### config.mk
export PLATFORM = sky130hd
export DESIGN_NAME = fpu_arbiter
export DESIGN_NICKNAME = d
export VERILOG_FILES = /design/src/rtl/fpu_arbiter.sv
export SDC_FILE = /design/constraint.sdc
export NUM_CORES = 1
export LEC_CHECK = 0
export CAP_MARGIN = 20
export CORE_AREA = 2 2 167 169
export CTS_BUF_LIST = sky130_fd_sc_hd__clkbuf_8
export DETAILED_ROUTE_END_ITERATION = 6
export DIE_AREA = 0 0 169 171
export PLACE_DENSITY_LB_ADDON = 0.3
export SLEW_MARGIN = 5
export SYNTH_ARGS = -nofsm -noshare
export SYNTH_HDL_FRONTEND = slang
export SYNTH_SLANG_ARGS = --single-unit
### constraint.sdc
create_clock -name clock -period 1.6 [get_ports clock]
set_input_delay 0.16 -clock clock [delete_from_list [all_inputs] [get_ports clock]]
set_output_delay 0.16 -clock clock [all_outputs]
set_load 0.02 [all_outputs]
### src/rtl/fpu_arbiter.sv
// Shares one fpu between N clients: round-robin grant, one operation in flight,
// issue/wait/respond handshake sequencing with a watchdog that fabricates an error result.
module fpu_arbiter #(
  parameter int bitness    = 32,
  parameter int requesters = 4,
  parameter int timeout    = 64
) (
  input  logic                          clock,
  input  logic                          reset,
  input  logic [requesters-1:0]         req_valid,
  output logic [requesters-1:0]         req_ack,
  input  logic [requesters*bitness-1:0] req_data_a,
  input  logic [requesters*bitness-1:0] req_data_b,
  input  logic [requesters*4-1:0]       req_operation,
  output logic [requesters-1:0]         resp_rdy,
  input  logic [requesters-1:0]         resp_ack,
  output logic [bitness-1:0]            resp_result,
  output logic                          resp_error,
  output logic                          error,
  output logic                          fpu_input_rdy,
  input  logic                          fpu_input_ack,
  output logic [bitness-1:0]            fpu_data_a,
  output logic [bitness-1:0]            fpu_data_b,
  output logic [3:0]                    fpu_operation,
  input  logic                          fpu_output_rdy,
  output logic                          fpu_output_ack,
  input  logic [bitness-1:0]            fpu_result
);

  localparam int gw = (requesters > 1) ? $clog2(requesters) : 1;
  localparam int cw = $clog2(timeout + 1);

  localparam logic [1:0] IDLE  = 2'd0;
  localparam logic [1:0] ISSUE = 2'd1;
  localparam logic [1:0] WAIT  = 2'd2;
  localparam logic [1:0] RESP  = 2'd3;

  logic [1:0]            state_q, state_d;
  logic [gw-1:0]         rr_q, rr_d;
  logic [gw-1:0]         grant_q, grant_d;
  logic [cw-1:0]         wd_cnt_q, wd_cnt_d;
  logic [requesters-1:0] req_ack_q, req_ack_d;
  logic [requesters-1:0] resp_rdy_q, resp_rdy_d;
  logic [bitness-1:0]    resp_result_q, resp_result_d;
  logic                  resp_error_q, resp_error_d;
  logic                  error_q, error_d;
  logic                  fpu_input_rdy_q, fpu_input_rdy_d;
  logic                  fpu_output_ack_q, fpu_output_ack_d;
  logic [bitness-1:0]    fpu_data_a_q, fpu_data_a_d;
  logic [bitness-1:0]    fpu_data_b_q, fpu_data_b_d;
  logic [3:0]            fpu_operation_q, fpu_operation_d;

  // The fpu's input_ack is informational only; sequencing relies on input_rdy timing.
  logic unused_fpu_input_ack;
  assign unused_fpu_input_ack = fpu_input_ack;

  // Round-robin pick: first requester at or above rr_q, else the lowest one (wrap).
  logic          pick_vld;
  logic          hi_vld;
  logic [gw-1:0] hi_idx;
  logic [gw-1:0] lo_idx;
  logic [gw-1:0] pick_idx;

  always_comb begin
    hi_vld = 1'b0;
    hi_idx = '0;
    lo_idx = '0;
    for (int i = requesters - 1; i >= 0; i--) begin
      if (req_valid[i]) begin
        lo_idx = gw'(i);
        if (gw'(i) >= rr_q) begin
          hi_vld = 1'b1;
          hi_idx = gw'(i);
        end
      end
    end
    pick_vld = |req_valid;
    pick_idx = hi_vld ? hi_idx : lo_idx;
  end

  logic [requesters-1:0] pick_oh;
  logic [requesters-1:0] grant_oh;
  logic [bitness-1:0]    sel_a;
  logic [bitness-1:0]    sel_b;
  logic [3:0]            sel_op;

  always_comb begin
    pick_oh  = '0;
    grant_oh = '0;
    sel_a    = '0;
    sel_b    = '0;
    sel_op   = '0;
    for (int i = 0; i < requesters; i++) begin
      pick_oh[i]  = (pick_idx == gw'(i));
      grant_oh[i] = (grant_q == gw'(i));
      if (pick_idx == gw'(i)) begin
        sel_a  = req_data_a[i*bitness +: bitness];
        sel_b  = req_data_b[i*bitness +: bitness];
        sel_op = req_operation[i*4 +: 4];
      end
    end
  end

  always_comb begin
    state_d          = state_q;
    rr_d             = rr_q;
    grant_d          = grant_q;
    wd_cnt_d         = wd_cnt_q;
    req_ack_d        = '0;
    resp_rdy_d       = resp_rdy_q;
    resp_result_d    = resp_result_q;
    resp_error_d     = resp_error_q;
    error_d          = error_q;
    fpu_input_rdy_d  = 1'b0;
    fpu_output_ack_d = 1'b0;
    fpu_data_a_d     = fpu_data_a_q;
    fpu_data_b_d     = fpu_data_b_q;
    fpu_operation_d  = fpu_operation_q;

    case (state_q)
      IDLE: begin
        if (pick_vld) begin
          grant_d         = pick_idx;
          fpu_data_a_d    = sel_a;
          fpu_data_b_d    = sel_b;
          fpu_operation_d = sel_op;
          req_ack_d       = pick_oh;
          fpu_input_rdy_d = 1'b1;
          state_d         = ISSUE;
        end
      end
      ISSUE: begin
        wd_cnt_d = '0;
        state_d  = WAIT;
      end
      WAIT: begin
        wd_cnt_d = wd_cnt_q + 1'b1;
        if (fpu_output_rdy) begin
          resp_result_d    = fpu_result;
          resp_error_d     = 1'b0;
          fpu_output_ack_d = 1'b1;
          resp_rdy_d       = grant_oh;
          state_d          = RESP;
        end else if (wd_cnt_q == cw'(timeout - 1)) begin
          // Hung fpu: answer the client with an all-ones error result, no output_ack.
          resp_result_d = '1;
          resp_error_d  = 1'b1;
          error_d       = 1'b1;
          resp_rdy_d    = grant_oh;
          state_d       = RESP;
        end
      end
      RESP: begin
        if (|(resp_ack & grant_oh)) begin
          resp_rdy_d   = '0;
          resp_error_d = 1'b0;
          rr_d         = (grant_q == gw'(requesters - 1)) ? '0 : grant_q + 1'b1;
          state_d      = IDLE;
        end
      end
      default: state_d = IDLE;
    endcase
  end

  always_ff @(posedge clock) begin
    if (reset) begin
      state_q          <= IDLE;
      rr_q             <= '0;
      grant_q          <= '0;
      wd_cnt_q         <= '0;
      req_ack_q        <= '0;
      resp_rdy_q       <= '0;
      resp_result_q    <= '0;
      resp_error_q     <= 1'b0;
      error_q          <= 1'b0;
      fpu_input_rdy_q  <= 1'b0;
      fpu_output_ack_q <= 1'b0;
      fpu_data_a_q     <= '0;
      fpu_data_b_q     <= '0;
      fpu_operation_q  <= '0;
    end else begin
      state_q          <= state_d;
      rr_q             <= rr_d;
      grant_q          <= grant_d;
      wd_cnt_q         <= wd_cnt_d;
      req_ack_q        <= req_ack_d;
      resp_rdy_q       <= resp_rdy_d;
      resp_result_q    <= resp_result_d;
      resp_error_q     <= resp_error_d;
      error_q          <= error_d;
      fpu_input_rdy_q  <= fpu_input_rdy_d;
      fpu_output_ack_q <= fpu_output_ack_d;
      fpu_data_a_q     <= fpu_data_a_d;
      fpu_data_b_q     <= fpu_data_b_d;
      fpu_operation_q  <= fpu_operation_d;
    end
  end

  assign req_ack        = req_ack_q;
  assign resp_rdy       = resp_rdy_q;
  assign resp_result    = resp_result_q;
  assign resp_error     = resp_error_q;
  assign error          = error_q;
  assign fpu_input_rdy  = fpu_input_rdy_q;
  assign fpu_output_ack = fpu_output_ack_q;
  assign fpu_data_a     = fpu_data_a_q;
  assign fpu_data_b     = fpu_data_b_q;
  assign fpu_operation  = fpu_operation_q;

endmodule

Word-level counts from Yosys, hierarchy flattened

Index checks and enable logic that the tools add are counted.

Bits in registers: 125
Bits in latches: 0
Memory bits (writable): 0
Bits in read-only memories: 0
Bits of input ports: 316
Output and inout bits: 112
Logic and storage cells: 107
Memories: 0

$add $sub $neg: 2
$mul: 0
Div/mod/pow operators: 0
Magnitude comparators: 4
Equal/unequal tests: 13
Shift operators: 0
Multiplexer cells: 52
Bitwise operators: 5
Reduce and logical (&&, ||, !) cells: 17

Operator list:

| kind                | number |
|---|---|
| $mux 32             | 10 |
| $mux 2              | 18 |
| $mux 4              | 7 |
| $pmux 7 s2          | 1 |
| $mux 1              | 13 |
| $eq 2x2->1 const B  | 6 |
| $reduce_and 3->1    | 3 |
| $pmux 2 s4          | 1 |
| $pmux 4 s2          | 1 |
| $reduce_or 4->1     | 2 |
| $add 7x1->7 const B | 1 |
| $eq 7x6->1 const B  | 1 |
| $eq 2x1->1 const B  | 3 |
| $logic_not 2->1     | 3 |
| $reduce_and 2->1    | 3 |
| $reduce_bool 2->1   | 3 |
| $and 4x4->4         | 1 |
| $ge 1x2->1 const A  | 2 |
| $ge 2x2->1 const A  | 2 |
| $ne 2x2->1 const B  | 2 |
| $not 1->1           | 4 |
| $reduce_or 2->1     | 2 |
| $ne 3x3->1 const B  | 1 |
| $reduce_or 3->1     | 1 |
| other kinds (2)     | 2 |

Logic depth before layout (Yosys ltp)

Gate-level depths: netlist (run 1).

Depth in word-level cells: 15
Gate-level depth with buffers: 9
Depth with buffers taken out: 7

Worst setup path after synthesis (run 1)

Ideal clock, no wire load.

Kind: register to register
From: reg wd_cnt_q[0]
To: reg resp_error_q, in the netlist resp_error
Setup time: 128 ps
Arrival time: 1530 ps
Required time: 1472 ps
Setup slack: -58 ps
Cell stages (with the launch flop): 7
Buffers on the path: 0
Clock period less this slack: 1658 ps
Cells stage by stage: dfxtp_1 > ha_1 > nand2_1 > o41ai_1 > o211ai_1 > a2bb2oi_1 > nor2_1

Word-level cells in the longest chain between the ends: 3

Ends and longest elaborated chain:

| item                              | line | text |
|---|---|---|
| start: declaration                | 41   | `logic [cw-1:0] wd_cnt_q, wd_cnt_d;` |
| start signal: assignment          | 185  | `wd_cnt_q <= wd_cnt_d;` |
| $eq 7x6->1                        | 144  | `end else if (wd_cnt_q == cw'(timeout - 1)) begin` |
| $ne 3x3->1 (no source line)       | --   |  |
| $reduce_and 3->1 (no source line) | --   |  |
| end signal: assignment            | 189  | `resp_error_q <= resp_error_d;` |
| end: declaration                  | 45   | `logic resp_error_q, resp_error_d;` |

Every way passes these cells.
A chain may end at the register's enable or synchronous reset.

Worst setup path in the final report (run 1)

From: in req_valid[0]
To: reg fpu_data_b_q[4], in the netlist fpu_data_b[4]

Word-level cells in the longest chain between the ends: 7
Elaborated cells on any way between the ends: 14
Those cells by class: 3 x eq/ne; 8 x mux; 3 x reduce/logical

Ends and longest elaborated chain:

| item                             | line | text |
|---|---|---|
| start: declaration               | 10   | `input logic [requesters-1:0] req_valid,` |
| $mux 2 or $mux 1 (tied branches) | 69   | `if (req_valid[i]) begin` |
| $mux 2                           | 78   | `pick_idx = hi_vld ? hi_idx : lo_idx;` |
| $logic_not 2->1                  | 96   | `if (pick_idx == gw'(i)) begin` |
| $mux 32 (4 in series)            | 96   |  |
| end signal: assignment           | 194  | `fpu_data_b_q <= fpu_data_b_d;` |
| end: declaration                 | 50   | `logic [bitness-1:0] fpu_data_b_q, fpu_data_b_d;` |

Parallel ways exist; a longest one is shown, timed or not.

==> results of run 1 <==
timing repair:
item	in CTS	in global routing
resized for setup	113	83
buffers inserted	7	1
endpoints found under the setup margin	175	124
endpoints found under the hold margin	0	0
gates cloned	4	4
pin swaps	13	17
worst max-delay path, cell delays in order:
cell	delay [ns]
sky130_fd_sc_hd__clkdlybuf4s50_1	0.52
sky130_fd_sc_hd__a21o_1	0.23
sky130_fd_sc_hd__a21oi_2	0.13
sky130_fd_sc_hd__o22a_4	0.22
sky130_fd_sc_hd__buf_12	0.19
sky130_fd_sc_hd__buf_12	0.15
sky130_fd_sc_hd__mux2i_4	0.27
sky130_fd_sc_hd__o221ai_1	0.12
kinds of logic after synthesis:
logic type               Yosys count
flip-flops                       125
multiplexers                     144
buffers and inverters             67
AND/OR/NAND/NOR                  185
XOR/XNOR                           4
AO/OA/AOI/OAI                    122
adder cells (fa/ha/maj)            9
cell usage after synthesis (2+ instances only):
cell type,n,area (um2)
sky130_fd_sc_hd__mux2i_1,144,1440
sky130_fd_sc_hd__dfxtp_1,125,2500
sky130_fd_sc_hd__nand2_1,79,297
sky130_fd_sc_hd__o221ai_1,68,596
sky130_fd_sc_hd__nor2_1,51,191
sky130_fd_sc_hd__o21ai_0,34,170
sky130_fd_sc_hd__nand3b_1,32,240
sky130_fd_sc_hd__buf_2,18,90.1
sky130_fd_sc_hd__clkbuf_1,16,60.1
sky130_fd_sc_hd__buf_12,13,260
sky130_fd_sc_hd__ha_1,9,113
sky130_fd_sc_hd__inv_1,8,30.0
sky130_fd_sc_hd__a21oi_1,7,35.0
sky130_fd_sc_hd__nor2b_1,6,37.5
sky130_fd_sc_hd__clkbuf_4,4,30.0
sky130_fd_sc_hd__nand4_1,4,25.0
sky130_fd_sc_hd__nand2b_1,3,18.8
sky130_fd_sc_hd__nand3_1,3,15.0
sky130_fd_sc_hd__or3_1,3,18.8
sky130_fd_sc_hd__a21o_1,2,15.0
sky130_fd_sc_hd__a22oi_1,2,15.0
sky130_fd_sc_hd__buf_1,2,7.51
sky130_fd_sc_hd__buf_6,2,22.5
sky130_fd_sc_hd__inv_2,2,7.51
sky130_fd_sc_hd__xnor2_1,2,17.5
sky130_fd_sc_hd__xor2_1,2,17.5
stage by stage:
step / setup TNS, ns / setup slack (ns)
5_1_grt: -8.52 / -0.177
6_report: -2.63 / -0.109
3_3_place_gp: -30.25 / -0.644
3_5_place_dp: -36.14 / -0.734
2_1_floorplan: -0.0216 / -0.00540
4_1_cts: -2.18 / -0.0837
registers in the layout, summed over array words and instances, names as in the netlist:
register        cells
error               1
fpu_data_a         32
fpu_data_b         32
fpu_input_rdy       1
fpu_operation       4
fpu_output_ack      1
grant_q             2
req_ack             4
resp_error          1
resp_rdy            4
resp_result        32
rr_q                2
state_q             2
wd_cnt_q            7
cell type report:
| type | instances | area (um2) |
|---|---|---|
| timing repair buffer | 511 | 5270 |
| tap | 346 | 433 |
| fill | 2668 | 15000 |
| inverter | 10 | 37.5 |
| sequential | 125 | 2510 |
| antenna | 3 | 7.51 |
| clock buffer | 17 | 234 |
| multi-input combinational | 464 | 3690 |
| clock inverter | 15 | 160 |
metal layers:
metal | GRT usage (%) | vias to the layer above | wire length, um
met5 | 0 | - | 9
li1 | - | 3352 | -
met2 | 30.7 | 268 | 13600
met3 | 6.62 | 27 | 2370
met1 | 20.5 | 3206 | 11000
met4 | 5.39 | 2 | 451
where the power goes:
part / leakage (nW) / switching [mW] / internal (mW)
sequential: 1.03 / 0.388 / 3.88
clock: 0.198 / 1.51 / 1.41
combinational: 4.11 / 3.12 / 3.13
worst min-delay path by stage:
stage / start / endpoint / cells past startpoint
5_1_grt: fpu_result[20] / resp_result[20] / 4
3_5_place_dp: fpu_data_a[27] / fpu_data_a[27] / 2
6_report: fpu_result[9] / resp_result[9] / 4
4_1_cts: fpu_result[24] / resp_result[24] / 4
2_1_floorplan: reset / fpu_input_rdy / 1
3_3_place_gp: error / error / 2
==> Implementation_results.wiki, run 1 <==
{| class="wikitable"
! Metric !! Value
|-
| Outcome || finished, violations left
|-
| Failing checks || setup timing
|-
| Highest Clock Rate || roughly 590 MHz
|-
| Layout overhead on the synthesized area || 92.7%
|-
| Clock Skew || slightly below 0.02 ns
|-
| Share of the yosys chip area belonging to registers || roughly 39%
|-
| Die X || between 150 and 200 um
|-
| Number of different library cells in the post-synthesis netlist || 41
|-
| Maximum clock insertion buffer count || 2
|-
| Final-report setup violation count || 66
|-
| Std cell rows || slightly above 60
|-
| Worst setup path startpoint || req_valid[0]
|-
| Clock tree root driver cell || sky130_fd_sc_hd__clkbuf_8
|-
| Xor and xnor area share after synthesis || less than 1%
|-
| Launch instance of the worst register-to-register path || rr_q[0]
|-
| Instance area after placement || ~0.011 mm2
|-
| Placer Congestion || slightly above 0.8
|-
| Number of global-route vias before repair || 6782
|-
| Worst hold path class || in -> reg
|-
| DP Cell Count || 1440
|-
| Period minus WS final || 1.71 ns
|-
| Synthesized area per cell || 9.76 um2
|-
| Routed via count divided by cell count || approximately 4.6
|-
| Setup slack of the critical path after layout || -0.109 ns
|-
| Reg-to-reg critical path endpoint || fpu_data_b[4]
|-
| Slew Limit Headroom || 79.7%
|-
| Wire length of the first global-routing pass || just under 40 mm
|-
| Gr usage total || about 18%
|-
| Clock tree from TritonCTS || yes
|-
| Final clock period utilization by the worst path || 107%
|-
| Final instance count without filler cells || between 1000 and 1500
|-
| Leading cell type in the layout, fill and taps excluded || sky130_fd_sc_hd__clkdlybuf4s50_1
|-
| Flops & latches, synth || ~130
|-
| Count of nets left with antenna violations after detail routing || 0
|-
| Final-report max-slew violation count || 0
|-
| Async SR Flop Fraction || 0%
|-
| Number of placed I/O pins || around 430
|-
| Worst path required time || about 1.9 ns
|-
| Register-to-register setup slack || -0.10 ns
|-
| Commonest non-fill, non-tap cells in the layout || sky130_fd_sc_hd__clkdlybuf4s50_1, sky130_fd_sc_hd__mux2i_1, sky130_fd_sc_hd__dfxtp_1, sky130_fd_sc_hd__nand2_1, sky130_fd_sc_hd__dlygate4sd2_1
|-
| Leak Pwr || approximately 5.3 nW
|-
| Critical Path Sink Type || flop
|-
| Area of the mapped netlist || around 0.0064 mm2
|-
| Largest family of logic cells by synthesized area || multiplexers
|-
| Number of buffers inserted by hold repair at cts || 0
|-
| Worst setup path class || in -> reg
|-
| RSZ-0062 raised after global routing || yes
|-
| # H-tree levels || 4
|-
| Number of maximum-capacitance constraint violations || 0
|-
| Startpoint class of the critical path || input port
|-
| Number of buffer cells added on primary ports || between 400 and 500
|-
| CTS buffer count || 17
|-
| Post-DR wirelength/cell || between 15 and 20 um
|-
| Post-detailed-route DRC marker count || 0
|-
| Clock edge transition at the registers on the reported setup and hold paths || about 0.090 ns
|-
| HPWL after DPL || approximately 20 mm
|-
| Adder-cell share of the synthesized area || under 10%
|-
| Global route total overflow || 0
|-
| Clk Latency, worst-skew pair || roughly 0.44 ns
|-
| 1st-iter DRT viols || approximately 270
|-
| Chip height || about 170 um
|-
| Power per unit of standard cell area || 1090 mW/mm2
|-
| Maximum resistive drop on vdd || about 530 uV
|-
| Worst setup path end || fpu_data_b[4]
|-
| Placeable core area || approximately 0.027 mm2
|-
| NumNets Final || 1454
|-
| Total number of clock tree sinks || 125
|-
| Share of synthesized cell area in and, or, nand and nor gates || between 10 and 15%
|-
| Worst path arrival time || roughly 2.0 ns
|-
| Share of the core filled with cells || about 45%
|-
| Max Fanout on Critical Path || 9
|-
| Worst hold-check slack || 0.385 ns
|-
| Final Hold Violating Endpoints || 0
|-
| Number of enable-type register cells in the synthesized netlist || 0
|-
| Initial antenna violation count || 3
|-
| Net count of the mapped netlist || just under 1000
|-
| Top flip-flop cell by instance count after synthesis || sky130_fd_sc_hd__dfxtp_1
|-
| Slew at the pin closest to its max-slew limit || 0.296 ns
|-
| Total detailed-routing wirelength || about 28 mm
|-
| Multiplexer share of the synthesized area || a little under a quarter
|-
| Largest net degree at the start of global routing || 31
|-
| Share of post-route cells with drive strength above 1 || between 10% and 20%
|-
| Area of the die || about 0.029 mm2
|-
| Number of warning messages in the yosys log || 0
|-
| Number of vias after detailed routing || 6855
|-
| Reg2reg path depth || 7
|-
| Number of optimization iterations in the first detailed-route pass || 4
|-
| Area fraction in compound gates after synthesis || approximately 14%
|-
| Starting Density || between 20% and 30%
|-
| Final total power || 13.4 mW
|-
| Final cell area excluding filler cells || around 0.012 mm2
|-
| Post-synthesis cell count || 656
|}
(Power assumes the default switching activity.)
==> inputs of run 2 (changes only) <==
--- a/config.mk
+++ b/config.mk
@@ -11,6 +11,7 @@
 export DETAILED_ROUTE_END_ITERATION = 6
 export DIE_AREA = 0 0 169 171
 export PLACE_DENSITY_LB_ADDON = 0.3
+export SETUP_SLACK_MARGIN = 0.1
 export SLEW_MARGIN = 5
 export SYNTH_ARGS = -nofsm -noshare
 export SYNTH_HDL_FRONTEND = slang
==> Implementation_results.wiki, run 2 (synthesized netlist as in run 1, its figures left out) <==
{| class="wikitable"
! Metric !! Value
|-
| Outcome || finished, violations left
|-
| Failing checks || setup timing
|-
| Clock edge transition at the registers on the reported setup and hold paths || 0.09 ns (about the same)
|-
| Clock tree root driver cell || sky130_fd_sc_hd__clkbuf_8
|-
| Maximum clock insertion buffer count || 2 (unchanged)
|-
| Final clock period utilization by the worst path || 108% (+0.78 points)
|-
| Gr usage total || 17.9% (+0.094 points)
|-
| Highest Clock Rate || 581 MHz (-0.73%)
|-
| Area of the die || 0.0289 mm2 (unchanged)
|-
| Switching component of the power || 5.31 mW (+5.9%)
|-
| Startpoint class of the critical path || flop
|-
| Leak Pwr || 5.17 nW (-3.1%)
|-
| Critical path, cell by cell || nand2b_4 -> nor2b_4 -> o22a_4 -> buf_12 -> clkbuf_16 -> buf_4 -> mux2i_1 -> o221ai_1
|-
| Portion of total power attributed to sequential cells || 29.8% (-2.0 points)
|-
| Worst setup path class || reg -> reg
|-
| Final-report setup violation count || 54 (-18%)
|-
| Sum of negative setup slack || -2.43 ns (+0.197 ns)
|-
| Worst-case setup slack after placement || -0.501 ns (+0.232 ns)
|-
| Std cell rows || 61 (unchanged)
|-
| Launch instance of the worst register-to-register path || rr_q[0]
|-
| GR Util met1 || 20.7% (+0.13 points)
|-
| Clk Latency, worst-skew pair || 0.45 ns (about the same)
|-
| Min-Delay Path Depth || 3 (-1)
|-
| Largest net degree at the start of global routing || 34 (+9.7%)
|-
| Stages on the worst setup path || 8 (unchanged)
|-
| Placeable core area || 0.0273 mm2 (unchanged)
|-
| Worst hold path class || in -> reg
|-
| Share of post-route cells with drive strength above 1 || 19.8% (+4.5 points)
|-
| Slew Limit Headroom || 79.6% (about the same)
|-
| Placer Congestion || 0.789 (-2.1%)
|-
| Register-to-register setup slack || -0.12 ns (-0.02 ns)
|-
| Worst setup path startpoint || rr_q[0]
|-
| Worst path required time || 1.92 ns (about the same)
|-
| Bufs and invs on worst path || 3 (unchanged)
|-
| Hold worst-path end || fpu_data_a[21]
|-
| Leading cell type in the layout, fill and taps excluded || sky130_fd_sc_hd__clkdlybuf4s50_1
|-
| Busiest layer in global routing || met2
|-
| Total detailed-routing wirelength || 27.8 mm (+1.1%)
|-
| Period minus WS final || 1.72 ns (+0.0125 ns)
|-
| Maximum resistive drop on vdd || 657 uV (+24%)
|-
| Number of placed I/O pins || 428 (unchanged)
|-
| Routed via count divided by cell count || 4.62 (+0.52%)
|-
| Reg-to-reg critical path endpoint || fpu_operation[1]
|-
| Number of buffers inserted by hold repair at cts || 0 (unchanged)
|-
| Number of buffer cells added on primary ports || 426 (unchanged)
|-
| Power per unit of standard cell area || 1140 mW/mm2 (+4.4%)
|-
| Crit-path leading delay family || buffers and inverters
|-
| Chip height || 171 um (unchanged)
|-
| GR Layer Usage met3 || 5.60% (-1.0 points)
|-
| Initial antenna violation count || 4 (+1)
|-
| Max Fanout on Critical Path || 7 (-2)
|-
| Critical Path Sink Type || flop
|-
| Final Hold Violating Endpoints || 0 (unchanged)
|-
| Global route total overflow || 0 (unchanged)
|-
| Fraction of power spent switching nets || 36.8% (-0.55 points)
|-
| Number of optimization iterations in the first detailed-route pass || 4 (unchanged)
|-
| Layout overhead on the synthesized area || 98.5%
|-
| Clock Skew || 0.0176 ns (-0.00185 ns)
|-
| Count of nets left with antenna violations after detail routing || 0 (unchanged)
|-
| Part of the power in the clock network || 23.2% (+1.5 points)
|-
| Clock tree from TritonCTS || yes
|-
| Post-detailed-route DRC marker count || 0 (unchanged)
|-
| Number of global-route vias before repair || 6939 (+2.3%)
|-
| Max incr delay on CP || 0.35 ns (-0.17 ns)
|-
| Number of vias after detailed routing || 6932 (+1.1%)
|-
| Slew at the pin closest to its max-slew limit || 0.307 ns (+0.0101 ns)
|-
| Worst hold-check slack || 0.381 ns (-0.00374 ns)
|-
| RSZ-0062 raised after global routing || yes
|-
| Worst path arrival time || 2.05 ns (+0.02 ns)
|-
| NumNets Final || 1462 (+0.55%)
|-
| Reg2reg path depth || 8 (+1)
|-
| Cell internal power dissipation || 9.13 mW (+8.5%)
|-
| Final-report max-slew violation count || 0 (unchanged)
|-
| Power share of the combinational group || 47.0% (+0.5 points)
|-
| Commonest non-fill, non-tap cells in the layout || sky130_fd_sc_hd__clkdlybuf4s50_1, sky130_fd_sc_hd__mux2i_1, sky130_fd_sc_hd__dfxtp_1, sky130_fd_sc_hd__dlygate4sd2_1, sky130_fd_sc_hd__nand2_1
|-
| Post-DR wirelength/cell || 18.5 um (+0.50%)
|-
| CP max-delay cell || sky130_fd_sc_hd__dfxtp_4
|-
| HPWL after DPL || 19.9 mm (-0.24%)
|-
| Min-delay src || req_data_a[53]
|-
| Number of maximum-capacitance constraint violations || 0 (unchanged)
|-
| Wire length of the first global-routing pass || 39.8 mm (+0.52%)
|-
| Starting Density || 23.4% (unchanged)
|-
| GRT met2 Usage || 31.5% (+0.71 points)
|-
| CTS buffer count || 17 (unchanged)
|-
| 1st-iter DRT viols || 255 (-6.9%)
|-
| Total number of clock tree sinks || 125 (unchanged)
|-
| Setup slack of the critical path after layout || -0.121 ns (-0.0125 ns)
|-
| # H-tree levels || 4 (unchanged)
|-
| Die X || 169 um (unchanged)
|}
==> run 2: worst max path at each step <==
stage	slack, ns	endpoint
finish	-0.12	fpu_operation[1]
global route	-0.18	fpu_data_a[15]
detailed placement	-0.50	fpu_data_b[13]
CTS	-0.08	fpu_data_a[17]
floorplan	0.04	resp_result[10]
global placement	-0.49	fpu_data_a[29]
==> run 2: layout make-up <==
class	instances	area [um2]
multi-input combinational	464	3900
clock inverter	15	225
clock buffer	17	234
tap	346	433
antenna	4	10.0
fill	2625	14600
sequential	125	2520
inverter	10	42.5
timing repair buffer	519	5350
==> run 2: per-layer routing <==
layer	up-vias	part of all wire [%]
li1	3378	-
met1	3268	40
met2	258	51
met3	28	7.7
met4	0	1.7
met5	-	0
==> run 2: stage by stage <==
stage | instances | util [%] | cell area [um2] | total power [mW]
6_report | 1500 | 46.5 | 12700 | 14.4
5_1_grt | 1500 | 46.5 | 12700 | 15.2
4_1_cts | 1486 | 44.5 | 12200 | 14.2
3_5_place_dp | 1433 | 41.3 | 11300 | 10.5
3_3_place_gp | 1433 | 41.3 | 11300 | 10.4
2_1_floorplan | 656 | - | 6470 | 7.44
==> run 2: timing repair <==
item,CTS,global route
gates resized for setup,197,92
cloned,7,3
setup buffers,14,8
pin swaps,16,39
setup endpoints to repair,221,111
==> run 2: tightest hold or removal path, cell delays in order <==
cell and delay [ns]:
sky130_fd_sc_hd__clkdlybuf4s50_1 0.45, sky130_fd_sc_hd__mux2i_1 0.07, sky130_fd_sc_hd__o221ai_2 0.12
==> run 2: power groups by stage <==
stage	clock, mW	sequential [mW]	combinational [mW]
2_1_floorplan	0	5.18	2.26
3_3_place_gp	0	4.33	6.12
3_5_place_dp	0	4.33	6.15
4_1_cts	3.48	4.29	6.39
5_1_grt	3.58	4.40	7.26
6_report	3.35	4.30	6.78
==> inputs of run 3 (changes only) <==
--- a/config.mk
+++ b/config.mk
@@ -12,6 +12,7 @@
 export DIE_AREA = 0 0 169 171
 export PLACE_DENSITY_LB_ADDON = 0.3
 export SETUP_SLACK_MARGIN = 0.1
+export SKIP_LAST_GASP = 1
 export SLEW_MARGIN = 5
 export SYNTH_ARGS = -nofsm -noshare
 export SYNTH_HDL_FRONTEND = slang
==> Implementation_results.wiki, run 3 (synthesized netlist as in run 1, its figures left out) <==
{| class="wikitable"
! Metric !! Value
|-
| Count of nets left with antenna violations after detail routing || 0 (unchanged)
|-
| Final clock period utilization by the worst path || 109% (+1.4 points)
|-
| Leak Pwr || 5.27 nW (+2.0%)
|-
| Share of the core filled with cells || 47.3% (+0.76 points)
|-
| Global route total overflow || 0 (unchanged)
|-
| Starting Density || 23.4% (unchanged)
|-
| Fraction of power spent switching nets || 36.9% (+0.087 points)
|-
| Maximum resistive drop on vdd || 633 uV (-3.6%)
|-
| Bufs and invs on worst path || 3 (unchanged)
|-
| Failing checks || setup timing
|-
| Clock tree from TritonCTS || yes
|-
| Max Fanout on Critical Path || 5 (-2)
|-
| Number of buffers inserted by hold repair at cts || 0 (unchanged)
|-
| Slew Limit Headroom || 78.3% (-1.3 points)
|-
| Part of the power in the clock network || 22.9% (-0.3 points)
|-
| DP Cell Count || 1433 (unchanged)
|-
| Slew at the pin closest to its max-slew limit || 0.326 ns (+0.0197 ns)
|-
| Std cell rows || 61 (unchanged)
|-
| Total number of clock tree sinks || 125 (unchanged)
|-
| Power per unit of standard cell area || 1140 mW/mm2 (about the same)
|-
| CTS buffer count || 17 (unchanged)
|-
| Commonest non-fill, non-tap cells in the layout || sky130_fd_sc_hd__clkdlybuf4s50_1, sky130_fd_sc_hd__mux2i_1, sky130_fd_sc_hd__dfxtp_1, sky130_fd_sc_hd__dlygate4sd2_1, sky130_fd_sc_hd__nand2_1
|-
| Post-DR wirelength/cell || 18.9 um (+1.7%)
|-
| Final-report max-slew violation count || 0 (unchanged)
|-
| Clk Latency, worst-skew pair || 0.45 ns (about the same)
|-
| Hold worst-path end || fpu_data_a[28]
|-
| Startpoint class of the critical path || flop
|-
| NumNets Final || 1473 (+0.75%)
|-
| Min-Delay Path Depth || 3 (unchanged)
|-
| Register-to-register setup slack || -0.14 ns (-0.02 ns)
|-
| Initial antenna violation count || 5 (+1)
|-
| Critical Path Sink Type || flop
|-
| Layout overhead on the synthesized area || 102%
|-
| Wire length of the first global-routing pass || 39.7 mm (-0.31%)
|-
| Reg-to-reg critical path endpoint || fpu_data_b[27]
|-
| Number of buffer cells added on primary ports || 426 (unchanged)
|-
| Post-detailed-route DRC marker count || 0 (unchanged)
|-
| Number of optimization iterations in the first detailed-route pass || 4 (unchanged)
|-
| Crit-path leading delay family || buffers and inverters
|-
| Portion of total power attributed to sequential cells || 29.3% (-0.5 points)
|-
| Share of post-route cells with drive strength above 1 || 21.8% (+2.0 points)
|-
| Worst path arrival time || 2.06 ns (about the same)
|-
| CP max-delay cell || sky130_fd_sc_hd__dfxtp_4
|-
| Number of maximum-capacitance constraint violations || 0 (unchanged)
|-
| Clock Skew || 0.0173 ns (-0.000244 ns)
|-
| Worst hold path class || in -> reg
|-
| Clock tree root driver cell || sky130_fd_sc_hd__clkbuf_8
|-
| Placeable core area || 0.0273 mm2 (unchanged)
|-
| Area of the die || 0.0289 mm2 (unchanged)
|-
| Clock edge transition at the registers on the reported setup and hold paths || 0.10 ns (about the same)
|-
| Maximum clock insertion buffer count || 2 (unchanged)
|-
| Largest net degree at the start of global routing || 34 (unchanged)
|-
| Period minus WS final || 1.74 ns (+0.0229 ns)
|-
| Cell internal power dissipation || 9.27 mW (+1.6%)
|-
| Worst setup path class || reg -> reg
|-
| Final-report setup violation count || 62 (+15%)
|-
| Total detailed-routing wirelength || 28.5 mm (+2.5%)
|-
| Gr usage total || 17.8% (-0.069 points)
|-
| Power share of the combinational group || 47.8% (+0.8 points)
|-
| Final Hold Violating Endpoints || 0 (unchanged)
|-
| Placer Congestion || 0.789 (unchanged)
|-
| 1st-iter DRT viols || 270 (+5.9%)
|-
| Reg2reg path depth || 8 (unchanged)
|-
| Launch instance of the worst register-to-register path || rr_q[0]
|-
| Outcome || finished, violations left
|-
| Min-delay src || req_data_a[124]
|-
| # H-tree levels || 4 (unchanged)
|-
| Number of placed I/O pins || 428 (unchanged)
|-
| Number of global-route vias before repair || 6904 (-0.50%)
|-
| Leading cell type in the layout, fill and taps excluded || sky130_fd_sc_hd__clkdlybuf4s50_1
|-
| Final instance count without filler cells || 1512 (+0.80%)
|-
| Number of vias after detailed routing || 7009 (+1.1%)
|-
| Worst hold-check slack || 0.378 ns (-0.00284 ns)
|-
| RSZ-0062 raised after global routing || yes
|-
| HPWL after DPL || 19.9 mm (unchanged)
|-
| Switching component of the power || 5.42 mW (+1.9%)
|-
| Routed via count divided by cell count || 4.64 (+0.31%)
|-
| Critical path, cell by cell || nand2b_4 -> nor2b_4 -> o22a_4 -> buf_12 -> buf_8 -> buf_6 -> mux2i_2 -> o221ai_1
|-
| Die X || 169 um (unchanged)
|-
| Setup slack of the critical path after layout || -0.144 ns (-0.0229 ns)
|-
| Highest Clock Rate || 573 MHz (-1.3%)
|-
| Worst path required time || 1.91 ns (about the same)
|-
| Max incr delay on CP || 0.36 ns (about the same)
|-
| Chip height || 171 um (unchanged)
|}
## run 3: final cells by class
| cell class | instances | area (um2) |
|---|---|---|
| fill | 2594 | 14400 |
| clock inverter | 15 | 225 |
| timing repair buffer | 530 | 5500 |
| inverter | 10 | 42.5 |
| clock buffer | 17 | 234 |
| antenna | 5 | 12.5 |
| multi-input combinational | 464 | 3960 |
| tap | 346 | 433 |
| sequential | 125 | 2520 |
## run 3: how the worst max path moves through the flow
stage | start | slack, ns | cells after the start | end
2_1_floorplan | wd_cnt_q[1] | 0.04 | 7 | resp_result[10]
3_3_place_gp | req_valid[1] | -0.49 | 8 | fpu_data_a[29]
3_5_place_dp | req_valid[0] | -0.50 | 9 | fpu_data_b[13]
4_1_cts | rr_q[0] | -0.08 | 7 | fpu_data_a[17]
5_1_grt | state_q[0] | -0.18 | 9 | fpu_data_a[30]
6_report | rr_q[0] | -0.14 | 8 | fpu_data_b[27]
## run 3: worst register-to-register path, cell delays in order, from the launching register on
cell                       delay [ns]
sky130_fd_sc_hd__dfxtp_4         0.36
sky130_fd_sc_hd__nand2b_4        0.14
sky130_fd_sc_hd__nor2b_4         0.12
sky130_fd_sc_hd__o22a_4          0.25
sky130_fd_sc_hd__buf_12          0.15
sky130_fd_sc_hd__buf_8           0.14
sky130_fd_sc_hd__buf_6           0.13
sky130_fd_sc_hd__mux2i_2         0.19
sky130_fd_sc_hd__o221ai_1        0.15
## run 3: repair_timing
| action | CTS | global route |
|---|---|---|
| pin swaps | 4 | 40 |
| cloned | 7 | 7 |
| gates resized for setup | 179 | 120 |
| setup buffers | 14 | 15 |
| endpoints found under the setup margin | 221 | 112 |
| endpoints found under the hold margin | 0 | 0 |
## run 3: through the flow
step	cell area, um2	TNS [ns]	setup WS, ns	total power, mW
global route	12900	-8.92	-0.178	15.5
global placement	11300	-31.67	-0.490	10.4
CTS	12100	-2.93	-0.0843	14.1
detailed placement	11300	-33.22	-0.501	10.5
floorplan	6470	0	0.0377	7.44
finish	12900	-3.64	-0.144	14.7
## run 3: power groups by stage
stage / Combinational [mW] / Sequential [mW] / Clock [mW]
finish: 7.02 / 4.30 / 3.36
floorplan: 2.26 / 5.18 / 0
global placement: 6.12 / 4.33 / 0
CTS: 6.33 / 4.28 / 3.48
global route: 7.50 / 4.39 / 3.58
detailed placement: 6.15 / 4.33 / 0
## run 3: per-layer routing
| layer | vias up | global-route usage, % | part of all wire, % |
|---|---|---|---|
| met5 | - | 0 | 0 |
| met3 | 22 | 5.60 | 6.8 |
| met4 | 0 | 5.87 | 1.4 |
| li1 | 3400 | - | - |
| met1 | 3339 | 20.6 | 41 |
| met2 | 248 | 31.3 | 51 |
